### src/rtl/timer_pkg.sv
// Shared definitions for the interval-timer controller: state encodings and
// the counter datapath width.
package timer_pkg;

    localparam int CNT_W = 8;

    typedef enum logic [1:0] {
        ST_IDLE = 2'b00,
        ST_LOAD = 2'b01,
        ST_RUN  = 2'b10,
        ST_DONE = 2'b11
    } state_e;

endpackage

### src/rtl/eq_cmp8.sv
// 8-bit equality comparator: per-bit xnor reduced by an and-tree.
module eq_cmp8
    import timer_pkg::*;
(
    input  logic [CNT_W-1:0] a,
    input  logic [CNT_W-1:0] b,
    output logic             eq
);

    logic [CNT_W-1:0] bit_eq;

    assign bit_eq = a ~^ b;
    assign eq     = &bit_eq;

endmodule

### src/rtl/timer_ctrl8.sv
// Interval-timer controller: loads a preset into count8a, enables counting up
// to a captured period, and emits a one-cycle tick at each terminal count.
module timer_ctrl8
    import timer_pkg::*;
#(
    parameter logic AUTO_RELOAD = 1'b1
) (
    input  logic             Clk,
    input  logic             Res,
    input  logic             start,
    input  logic             stop,
    input  logic [CNT_W-1:0] preset_in,
    input  logic [CNT_W-1:0] period_in,
    input  logic [CNT_W-1:0] cnt,
    output logic             cnt_en,
    output logic             cnt_load,
    output logic [CNT_W-1:0] cnt_din,
    output logic             busy,
    output logic             done,
    output logic             tick,
    output state_e           state_dbg
);

    // start/stop are level requests sampled on every rising edge; there is no
    // ready back-pressure. start counts only in IDLE/DONE, stop always wins.

    state_e           state;
    state_e           state_nx;
    logic             capture;
    logic             tick_nx;
    logic             at_period;
    logic [CNT_W-1:0] preset_q;
    logic [CNT_W-1:0] period_q;

    eq_cmp8 u_eq (
        .a  (cnt),
        .b  (period_q),
        .eq (at_period)
    );

    always_ff @(posedge Clk or negedge Res) begin
        if (!Res) begin
            state    <= ST_IDLE;
            tick     <= 1'b0;
            preset_q <= '0;
            period_q <= '0;
        end else begin
            state <= state_nx;
            tick  <= tick_nx;
            if (capture) begin
                preset_q <= preset_in;
                period_q <= period_in;
            end
        end
    end

    always_comb begin
        state_nx = state;
        capture  = 1'b0;
        tick_nx  = 1'b0;
        cnt_en   = 1'b0;
        cnt_load = 1'b0;
        case (state)
            ST_IDLE: begin
                if (start && !stop) begin
                    capture  = 1'b1;
                    state_nx = ST_LOAD;
                end
            end
            ST_LOAD: begin
                cnt_load = 1'b1;
                state_nx = stop ? ST_IDLE : ST_RUN;
            end
            ST_RUN: begin
                // Holding cnt_en low at the terminal value parks the counter on period_q.
                cnt_en = !at_period && !stop;
                if (stop) begin
                    state_nx = ST_IDLE;
                end else if (at_period) begin
                    tick_nx  = 1'b1;
                    state_nx = AUTO_RELOAD ? ST_LOAD : ST_DONE;
                end
            end
            ST_DONE: begin
                if (stop) begin
                    state_nx = ST_IDLE;
                end else if (start) begin
                    capture  = 1'b1;
                    state_nx = ST_LOAD;
                end
            end
            default: state_nx = ST_IDLE;
        endcase
    end

    assign cnt_din   = preset_q;
    assign busy      = (state == ST_LOAD) || (state == ST_RUN);
    assign done      = (state == ST_DONE);
    assign state_dbg = state;

endmodule

### config.mk
export PLATFORM = sky130hd
export DESIGN_NAME = timer_ctrl8
export DESIGN_NICKNAME = d
export VERILOG_FILES = /design/src/rtl/timer_pkg.sv /design/src/rtl/eq_cmp8.sv /design/src/rtl/timer_ctrl8.sv
export SDC_FILE = /design/constraint.sdc
export NUM_CORES = 1
export LEC_CHECK = 0
export ABC_AREA = 0
export CAP_MARGIN = 20
export CORE_UTILIZATION = 37
export CTS_CLUSTER_DIAMETER = 200
export DETAILED_ROUTE_END_ITERATION = 12
export PLACE_DENSITY = 0.74
export SYNTH_ARGS = -nofsm -noshare
export SYNTH_HDL_FRONTEND = slang
export SYNTH_HIERARCHICAL = 1
export SYNTH_SLANG_ARGS = --single-unit
### constraint.sdc
create_clock -name Clk -period 1.7 [get_ports Clk]
set_input_delay 0.51 -clock Clk [delete_from_list [all_inputs] [get_ports Clk]]
set_output_delay 0.51 -clock Clk [all_outputs]
set_load 0.02 [all_outputs]
# Word-level counts from Yosys, hierarchy flattened
# Cells that the tools add are included.
dict set report totals {
  output_inout_bits 15
  word_cells 35
  in_bits 28
  ff_bits 19
}
dict set report classes {
  n_eq_ne 6
  mux 16
  bitwise_logic 1
  reduce_logical 8
}
# operator count
set ops {}
lappend ops {{two-way mux 2 bit} 6}
lappend ops {{two-way mux 1 bit} 8}
lappend ops {{one-hot mux 2 bit (4 select lines)} 1}
lappend ops {{AND reduction 8 bit} 1}
lappend ops {{XNOR 8 bit} 1}
lappend ops {{!= test 3 bit, second input constant} 2}
lappend ops {{equality test 2 bit, second input constant} 2}
lappend ops {{AND reduction 3 bit} 1}
lappend ops {{equality test 2 x 1 -> 1 bit, second input constant} 1}
lappend ops {{logical AND 1 bit} 2}
lappend ops {{zero test 1 bit} 2}
lappend ops {{zero test 2 bit} 1}
lappend ops {{!= test 2 bit, second input constant} 1}
lappend ops {{one-hot mux 1 bit (2 select lines)} 1}
lappend ops {{logical OR 1 bit} 1}

# Logic depth before layout (Yosys ltp)
# Gate-level depths: netlist of the first run.
dict set report logic_depth {
  depth_word 5
  ltp_mapped 7
  mapped_depth_nobuf 7
}

# By module
# Netlist of the first run, hierarchy kept.
# module cells_each area_per_inst_um2 seq_area_each_um2 instances
set modules_own_cells {}
lappend modules_own_cells {timer_ctrl8 63 917.1 475.5 1}
lappend modules_own_cells {eq_cmp8 11 86.3 0.0 1}

# Least setup slack after synthesis of the first run
# OpenSTA, ideal clock, no wires.
dict set report synth_timing {
  path_type {reg-to-reg}
  startpoint {register state[1] (netlist: state_dbg[1])}
  endpoint {register preset_q[0] (netlist: cnt_din[0])}
  synth_period_minus_slack_ps 1833
  n_path_buf 1
  slack_ps -133
  setup_time_ps 125
  required_ps 1575
  path_stages_with_launch 7
  arrival_time_ps 1708
  cell_sequence {dfrtp_1 > inv_1 > ha_1 > nor2_4 > nand2_4 > buf_12 > mux2_4}
}
dict set report synth_between {
  elab_chain_cells 2
  elab_cells_between_ends 3
  classes_between {1 x eq/ne; 1 x mux; 1 x reduce/logical}
}
# item line
set synth_rtl {}
lappend synth_rtl {{start: declaration} timer_ctrl8.sv:27} ;# state_e state;
lappend synth_rtl {{start signal: assignment} timer_ctrl8.sv:48} ;# state <= state_nx;
lappend synth_rtl {{equality test 2 bit / zero test 2 bit (equally long branches)} timer_ctrl8.sv:63} ;# case (state)
lappend synth_rtl {{one-hot mux 1 bit (2 select lines) (*)} timer_ctrl8.sv:63}
lappend synth_rtl {{end signal: assignment} timer_ctrl8.sv:51} ;# preset_q <= preset_in;
lappend synth_rtl {{end: declaration} timer_ctrl8.sv:32} ;# logic [CNT_W-1:0] preset_q;
# Mark *: on every way between the ends. The rest lies on a longest branch, timed or not.
# A chain may end at the register's enable or synchronous reset.

# Worst setup path in the final report of the first run
dict set report layout_timing {
  startpoint {input port cnt[1]}
  endpoint {output port cnt_en}
}
dict set report layout_between {
  elab_chain_cells 5
}
# item line
set layout_rtl {}
lappend layout_rtl {{start: declaration} timer_ctrl8.sv:14} ;# input logic [CNT_W-1:0] cnt,
lappend layout_rtl {{XNOR 8 bit} eq_cmp8.sv:12} ;# assign bit_eq = a ~^ b;
lappend layout_rtl {{AND reduction 8 bit} eq_cmp8.sv:13} ;# assign eq = &bit_eq;
lappend layout_rtl {{named net at_period} timer_ctrl8.sv:31} ;# logic at_period;
lappend layout_rtl {{zero test 1 bit} timer_ctrl8.sv:76} ;# cnt_en = !at_period && !stop;
lappend layout_rtl {{logical AND 1 bit} timer_ctrl8.sv:76}
lappend layout_rtl {{two-way mux 1 bit} timer_ctrl8.sv:63}
lappend layout_rtl {{end: declaration} timer_ctrl8.sv:15} ;# output logic cnt_en,
# The timed path passes the listed nets, and every way through them passes these cells.

==> summary.txt, run 1 <==
Placement
  • Dpl hpwl: around 1700 um
  • PortBufs: 42
  • Post-Place Worst Slack: -0.827 ns
  • Placed Area: ~1600 um^2
  • GP Congestion: 0.898

Timing
  • Slew Viols, Final: 0
  • Worst slew pin tran: 0.245 ns
  • Fin Hold WS: between 0.5 and 0.6 ns
  • Fin. Hold Viols: 0
  • RSZ-0062 raised after global routing: true
  • Fin crit period: between 1.5 and 2 ns
  • # setup viols final: 8
  • Slew margin rel.: 83.7%
  • Crit share post-route: 113%
  • Layout Skew: 0.0149 ns
  • Fmax: about 0.52 GHz
  • Setup ws final: -0.228 ns

Synth
  • Synth top area share: a little under half
  • Synth Flop Type: dfrtp_1
  • EDFF count, synth: 0
  • Mapped Cells: 74
  • Mapped Nets: 106
  • Fraction of registers with async set/reset: 100%
  • Syn. warnings: 6
  • Most frequent cell after synthesis: dfrtp_1
  • Area leader, netlist: dfrtp_1
  • Fraction of the yosys area taken by sequential cells: 47.4%
  • Cell variety after synth: 24
  • Yosys reg bits: 19
  • Synth top cells by count: 19 x dfrtp_1, 10 x mux2_4, 8 x xnor2_1, 6 x mux2_2, 4 x ha_1
  • Mapped Area: between 1000 and 1500 um^2
  • Synth top area cells: dfrtp_1 47%, mux2_4 15%, xnor2_1 7.0%
  • Post-Syn Area per Cell: about 14 um^2

Final layout
  • Final instance area: ~1700 um^2
  • Layout Area Growth over Synthesis: 71.1%
  • Final layout net count: between 150 and 200
  • Multi-input logic area: 612 um^2
  • Fill cells: ~210
  • Register Area: between 400 and 500 um^2
  • # diodes: 0
  • Share of cells above drive strength 1: a little under half

Detailed routing
  • Vias: slightly below 800
  • DRT antenna net count: 0
  • Routed vias/inst: roughly 4.7
  • First drt pass iteration count: 4
  • Initial drt markers: 3
  • Avg WL per Cell: ~15 um
  • WL final: 2450 um
  • Drt drc: 0

Power and ir drop
  • Leakage: 0.807 nW
  • Pwr per Cell Area: 1640 nW/um^2
  • Peak supply drop: ~1.4 mV

Worst setup path
  • Worst endpoint data arrival time: ~1.4 ns
  • CP max-delay cell: dlygate4sd2_1
  • Crit path kind: input pin to output pin
  • Crit path required time: 1.19 ns
  • CP Launch Type: input pin
  • Crit path max fanout: 2
  • CP cell instances: dlygate4sd2_1 -> xnor2_1 -> nand4_1 -> nor2_2 -> nor3b_2 -> buf_4
  • Worst path max stage delay: ~0.24 ns
  • Crit end category: output pin

Floorplan
  • I/O pin cnt: 43
  • Die height: roughly 54 um
  • Starting Density: between 30% and 40%
  • Area of the core: roughly 2500 um^2
  • Die W: 54.1 um
  • FP Rows: 18
  • Die area: around 2900 um^2

Clock tree
  • CTS tree: done
  • CTS Buf Count: 3
  • Clock Pin Slew Worst Setup and Hold Paths: 0.13 ns
  • Clock Path Buffers: 2
  • Root Buffer: clkbuf_4
  • Clock sink count: 19
  • Clock insertion delay at the later pin of the skew report: ~0.32 ns
  • H-tree depth: 1

Global routing
  • Number of global-route vias before repair: around 830
  • Pin count of the biggest net entering global routing: 20
  • Overall global routing resource usage: 19.3%
  • First-pass GRT wire length: 3790 um
  • Grt ovf: 0
  • Initial antenna violation count: 0

Status
  • Outcome: finished with violations
  • Failing checks: setup timing

Job
  • Max cap viols: 0

Min path
  • Hold Crit Class: input pin to asynchronous set/reset pin
per-stage QoR:
| step | total power, mW | std cells | util [%] | setup TNS [ns] |
|---|---|---|---|---|
| 2_1_floorplan | 1.69 | 74 | - | 0 |
| 3_3_place_gp | 2.29 | 158 | 61.5 | -7.89 |
| 3_5_place_dp | 2.33 | 158 | 61.5 | -8.27 |
| 4_1_cts | 2.68 | 165 | 65.5 | -0.481 |
| 5_1_grt | 2.97 | 167 | 68.1 | -1.14 |
| 6_report | 2.81 | 167 | 68.1 | -0.428 |
metal layers:
metal | global-route usage (%) | up-vias | routed length, um
met3 | 4.80 | 4 | 144
met2 | 31.5 | 26 | 1230
met5 | 0 | - | 0
li1 | - | 383 | -
met4 | 11.5 | 0 | 66
met1 | 22.7 | 377 | 1010
power by group:
part / switching, mW / leakage, nW / internal, mW / total, mW
clock: 0.158 / 0.0139 / 0.0900 / 0.248
combinational: 0.764 / 0.564 / 0.990 / 1.75
sequential: 0.140 / 0.229 / 0.668 / 0.808
registers in the layout (all words and copies together), names as in the netlist:
name       cells
cnt_din        8
tick           1
state_dbg      2
period_q       8
cell families after synthesis:
family	after synthesis	share of synthesized area, %
AND/OR/NAND/NOR	16	11.2
adder cells (fa/ha/maj)	4	4.99
flip-flops	19	47.4
multiplexers	17	22.7
buffers and inverters	3	2.74
AO/OA/AOI/OAI	7	3.99
XOR/XNOR	8	6.98
final cells by class:
cell class	count	area share (%)
multi-input combinational	53	35.6
clock inverter	1	0.437
clock buffer	3	1.31
inverter	2	0.729
tap	30	2.19
sequential	19	27.8
timing repair buffer	59	31.9
worst paths after layout:
check | startpoint | endpoint | slack [ns] | depth (start not counted)
min in group Clk | cnt_din[6]$_DFFE_PN0P_ | cnt_din[6]$_DFFE_PN0P_ | 0.52 | 1
worst max-delay path | cnt[1] | cnt_en | -0.23 | 6
worst min register to register | cnt_din[6]$_DFFE_PN0P_ | cnt_din[6]$_DFFE_PN0P_ | 0.52 | 1
worst min-delay path | Res | cnt_din[1]$_DFFE_PN0P_ | 0.50 | 2
worst max register to register | period_q[6]$_DFFE_PN0P_ | state_dbg[0]$_DFFE_PN0P_ | -0.10 | 10
max in group asynchronous | Res | state_dbg[0]$_DFFE_PN0P_ | 0.96 | 2
worst max-delay path, delay by kind of cell:
kind                   cells  cell delay [ns]
XOR/XNOR                   1             0.16
buffers and inverters      2             0.39
AND/OR/NAND/NOR            3             0.36
layout by cell type, fill, tap and decap left out, types with 2 or more instances in the layout:
cell,n
a21oi_2,2
mux2_4,10
nand2_1,3
clkbuf_4,3
ha_4,3
dlygate4sd2_1,16
buf_6,7
o21ai_0,2
dfrtp_1,17
dfrtp_2,2
clkdlybuf4s50_1,18
mux2_2,6
buf_4,14
clkdlybuf4s15_1,3
xnor2_1,7
nor2_4,2
nand4_1,2
what timing repair did:
item / CTS / global route
hold buffers: 0 / 0
pin swaps: 12 / 7
setup endpoints to repair: 31 / 22
setup buffers: 4 / 1
resized for setup: 60 / 10
cloned: 0 / 1
(Power assumes the default switching activity.)
==> inputs of run 2 (changes only) <==
--- a/config.mk
+++ b/config.mk
@@ -7,10 +7,10 @@
 export LEC_CHECK = 0
 export ABC_AREA = 0
 export CAP_MARGIN = 20
-export CORE_UTILIZATION = 37
+export CORE_UTILIZATION = 45
 export CTS_CLUSTER_DIAMETER = 200
 export DETAILED_ROUTE_END_ITERATION = 12
-export PLACE_DENSITY = 0.74
+export DONT_BUFFER_PORTS = 1
 export SYNTH_ARGS = -nofsm -noshare
 export SYNTH_HDL_FRONTEND = slang
 export SYNTH_HIERARCHICAL = 1
==> run 2 against run 1 <==
Clock skew down 0.0029 ns. Setup slack better by 0.022 ns. First-iteration DRC count up 130%. Maximum frequency up 1.1%. Sequential cell count unchanged. Via count down 20%. Global-route usage down 2.0 points. The run still ends with setup timing left. Power down 14%.
==> summary.txt, run 2 (same netlist as run 1, synthesis figures left out) <==
Final layout
  • Share of cells above drive strength 1: 52.8% (+6.8 points)
  • Commonest cells after routing, fill and taps aside: 17 x dfrtp_1, 15 x mux2_4, 8 x xnor2_1
  • # diodes: 0 (unchanged)
  • Layout Area Growth over Synthesis: 25.8%
  • Final instance area: 1260 um^2 (-26%)
  • Most common cell after layout, fill and taps aside: dfrtp_1
  • Final Util: 62.4% (-5.6 points)
  • Final layout net count: 122 (-28%)

Global routing
  • First-pass GRT wire length: 3040 um (-20%)
  • Initial antenna violation count: 0 (unchanged)
  • Number of global-route vias before repair: 648 (-22%)
  • Grt ovf: 0 (unchanged)
  • Overall global routing resource usage: 17.3% (-2.0 points)
  • Pin count of the biggest net entering global routing: 20 (unchanged)

Clock tree
  • Clock insertion delay at the later pin of the skew report: 0.30 ns (-0.02 ns)
  • Clock Path Buffers: 2 (unchanged)
  • CTS Buf Count: 3 (unchanged)
  • CTS tree: done
  • Root Buffer: clkbuf_4
  • H-tree depth: 1 (unchanged)
  • Clock Pin Slew Worst Setup and Hold Paths: 0.11 ns (-0.02 ns)
  • Clock sink count: 19 (unchanged)

Min path
  • Hold Crit Class: input pin to flip-flop

Floorplan
  • Die area: 2420 um^2 (-17%)
  • Die height: 49.2 um (-9.0%)
  • Area of the core: 2020 um^2 (-20%)
  • FP Rows: 16 (-2)
  • Die W: 49.2 um (-9.0%)
  • I/O pin cnt: 43 (unchanged)
  • Starting Density: 49.6% (+9.8 points)

Status
  • Outcome: finished with violations
  • Failing checks: setup timing

Placement
  • PortBufs: 0 (-100%)
  • Placed Area: 1070 um^2 (-31%)
  • Dpl hpwl: 1260 um (-27%)
  • Post-Place Worst Slack: -0.0739 ns (+0.753 ns)
  • GP Congestion: 0.835 (-7.0%)

Power and ir drop
  • Pwr per Cell Area: 1910 nW/um^2 (+16%)
  • Leakage: 0.575 nW (-29%)
  • Final Total Pwr: 2.41 mW (-14%)
  • Peak supply drop: 1.04 mV (-24%)

Timing
  • Worst slew pin tran: 0.824 ns (+0.579 ns)
  • Layout Skew: 0.0120 ns (-0.00287 ns)
  • Setup ws final: -0.207 ns (+0.0216 ns)
  • Fin crit period: 1.91 ns (-0.0216 ns)
  • Crit share post-route: 112% (-1.3 points)
  • Fmax: 0.524 GHz (+1.1%)
  • Slew margin rel.: 44.9% (-39 points)
  • Fin. Hold Viols: 0 (unchanged)
  • # setup viols final: 18 (+10)
  • RSZ-0062 raised after global routing: true
  • Slew Viols, Final: 0 (unchanged)

Worst setup path
  • Crit end category: output pin
  • Worst endpoint data arrival time: 1.40 ns (-0.02 ns)
  • Crit path required time: 1.19 ns (about the same)
  • Crit path max fanout: 2 (unchanged)
  • CP Launch Type: flip-flop
  • Crit path kind: flip-flop to output pin

Detailed routing
  • Routed vias/inst: 5.44 (+15%)
  • Avg WL per Cell: 17.4 um (+19%)
  • WL final: 2020 um (-17%)
  • Drt drc: 0 (unchanged)
  • First drt pass iteration count: 4 (unchanged)
  • Wl on met1: 810 um (-20%)
  • Vias: 631 (-20%)
  • DRT antenna net count: 0 (unchanged)
  • Initial drt markers: 7 (+4)
  • Met2 Wirelength: 1070 um (-13%)
  • Met3 WL: 111 um (-23%)
  • DR top layer: met4

Job
  • Max cap viols: 0 (unchanged)
run 2: changes by cell type in the layout (fill, tap and decap cells not counted), moves of 5 or more:
cell             change
clkdlybuf4s50_1     -18
buf_4                -8
mux2_4               +5
dlygate4sd2_1       -16
mux2_2               -5
run 2: what timing repair did:
action,4_1_cts,5_1_grt
endpoints found under the hold margin,19,0
pin swaps,7,9
hold buffers,1,0
gates resized for setup,15,9
setup endpoints to repair,2,22
gates cloned,0,1
buffers inserted,4,1
run 2: power by group:
part / leakage, nW / total (mW) / switching (mW) / internal, mW
Sequential: 0.229 / 0.945 / 0.277 / 0.668
Combinational: 0.331 / 1.24 / 0.530 / 0.707
Clock: 0.0150 / 0.223 / 0.132 / 0.0914
run 2: worst paths after layout:
path / startpoint / end / slack [ns] / cells past startpoint
setup / recovery: period_q[2]$_DFFE_PN0P_ / cnt_en / -0.21 / 5
hold / removal: stop / state_dbg[1]$_DFFE_PN0P_ / 0.28 / 1
setup reg to reg: period_q[2]$_DFFE_PN0P_ / state_dbg[0]$_DFFE_PN0P_ / -0.09 / 8
hold reg to reg: period_q[0]$_DFFE_PN0P_ / period_q[0]$_DFFE_PN0P_ / 0.54 / 1
max in group asynchronous: Res / state_dbg[0]$_DFFE_PN0P_ / 0.40 / 1
min in group asynchronous: Res / tick$_DFF_PN0_ / 0.74 / 1
run 2: metrics by stage:
stage | hold slack [ns] | cells | setup TNS, ns
after floorplan | 0.214 | 74 | 0
after global placement | 0.215 | 106 | -0.0942
after detailed placement | 0.215 | 106 | -0.171
after CTS | 0.272 | 115 | -0.432
after global routing | 0.266 | 116 | -1.68
final | 0.280 | 116 | -0.704
run 2: critical path, cell delays in order, from the launching register on:
cell and delay, ns:
dfrtp_1 0.42, xnor2_1 0.17, nand4_1 0.14, nor2_2 0.17, nor3b_2 0.06, buf_4 0.15
run 2: layout make-up:
class / instances / area (um^2)
Clock buffer: 4 / 26.3
Multi-Input combinational cell: 53 / 614
Sequential cell: 19 / 478
Tap cell: 27 / 33.8
Timing Repair Buffer: 11 / 100
Fill cell: 157 / 759
Inverter: 2 / 10.0
run 2: metal layers:
| metal | global-route usage, % | up-vias |
|---|---|---|
| met5 | 0 | - |
| met4 | 5.88 | 0 |
| met3 | 7.17 | 4 |
| met2 | 28.3 | 29 |
| met1 | 20.1 | 306 |
| li1 | - | 292 |
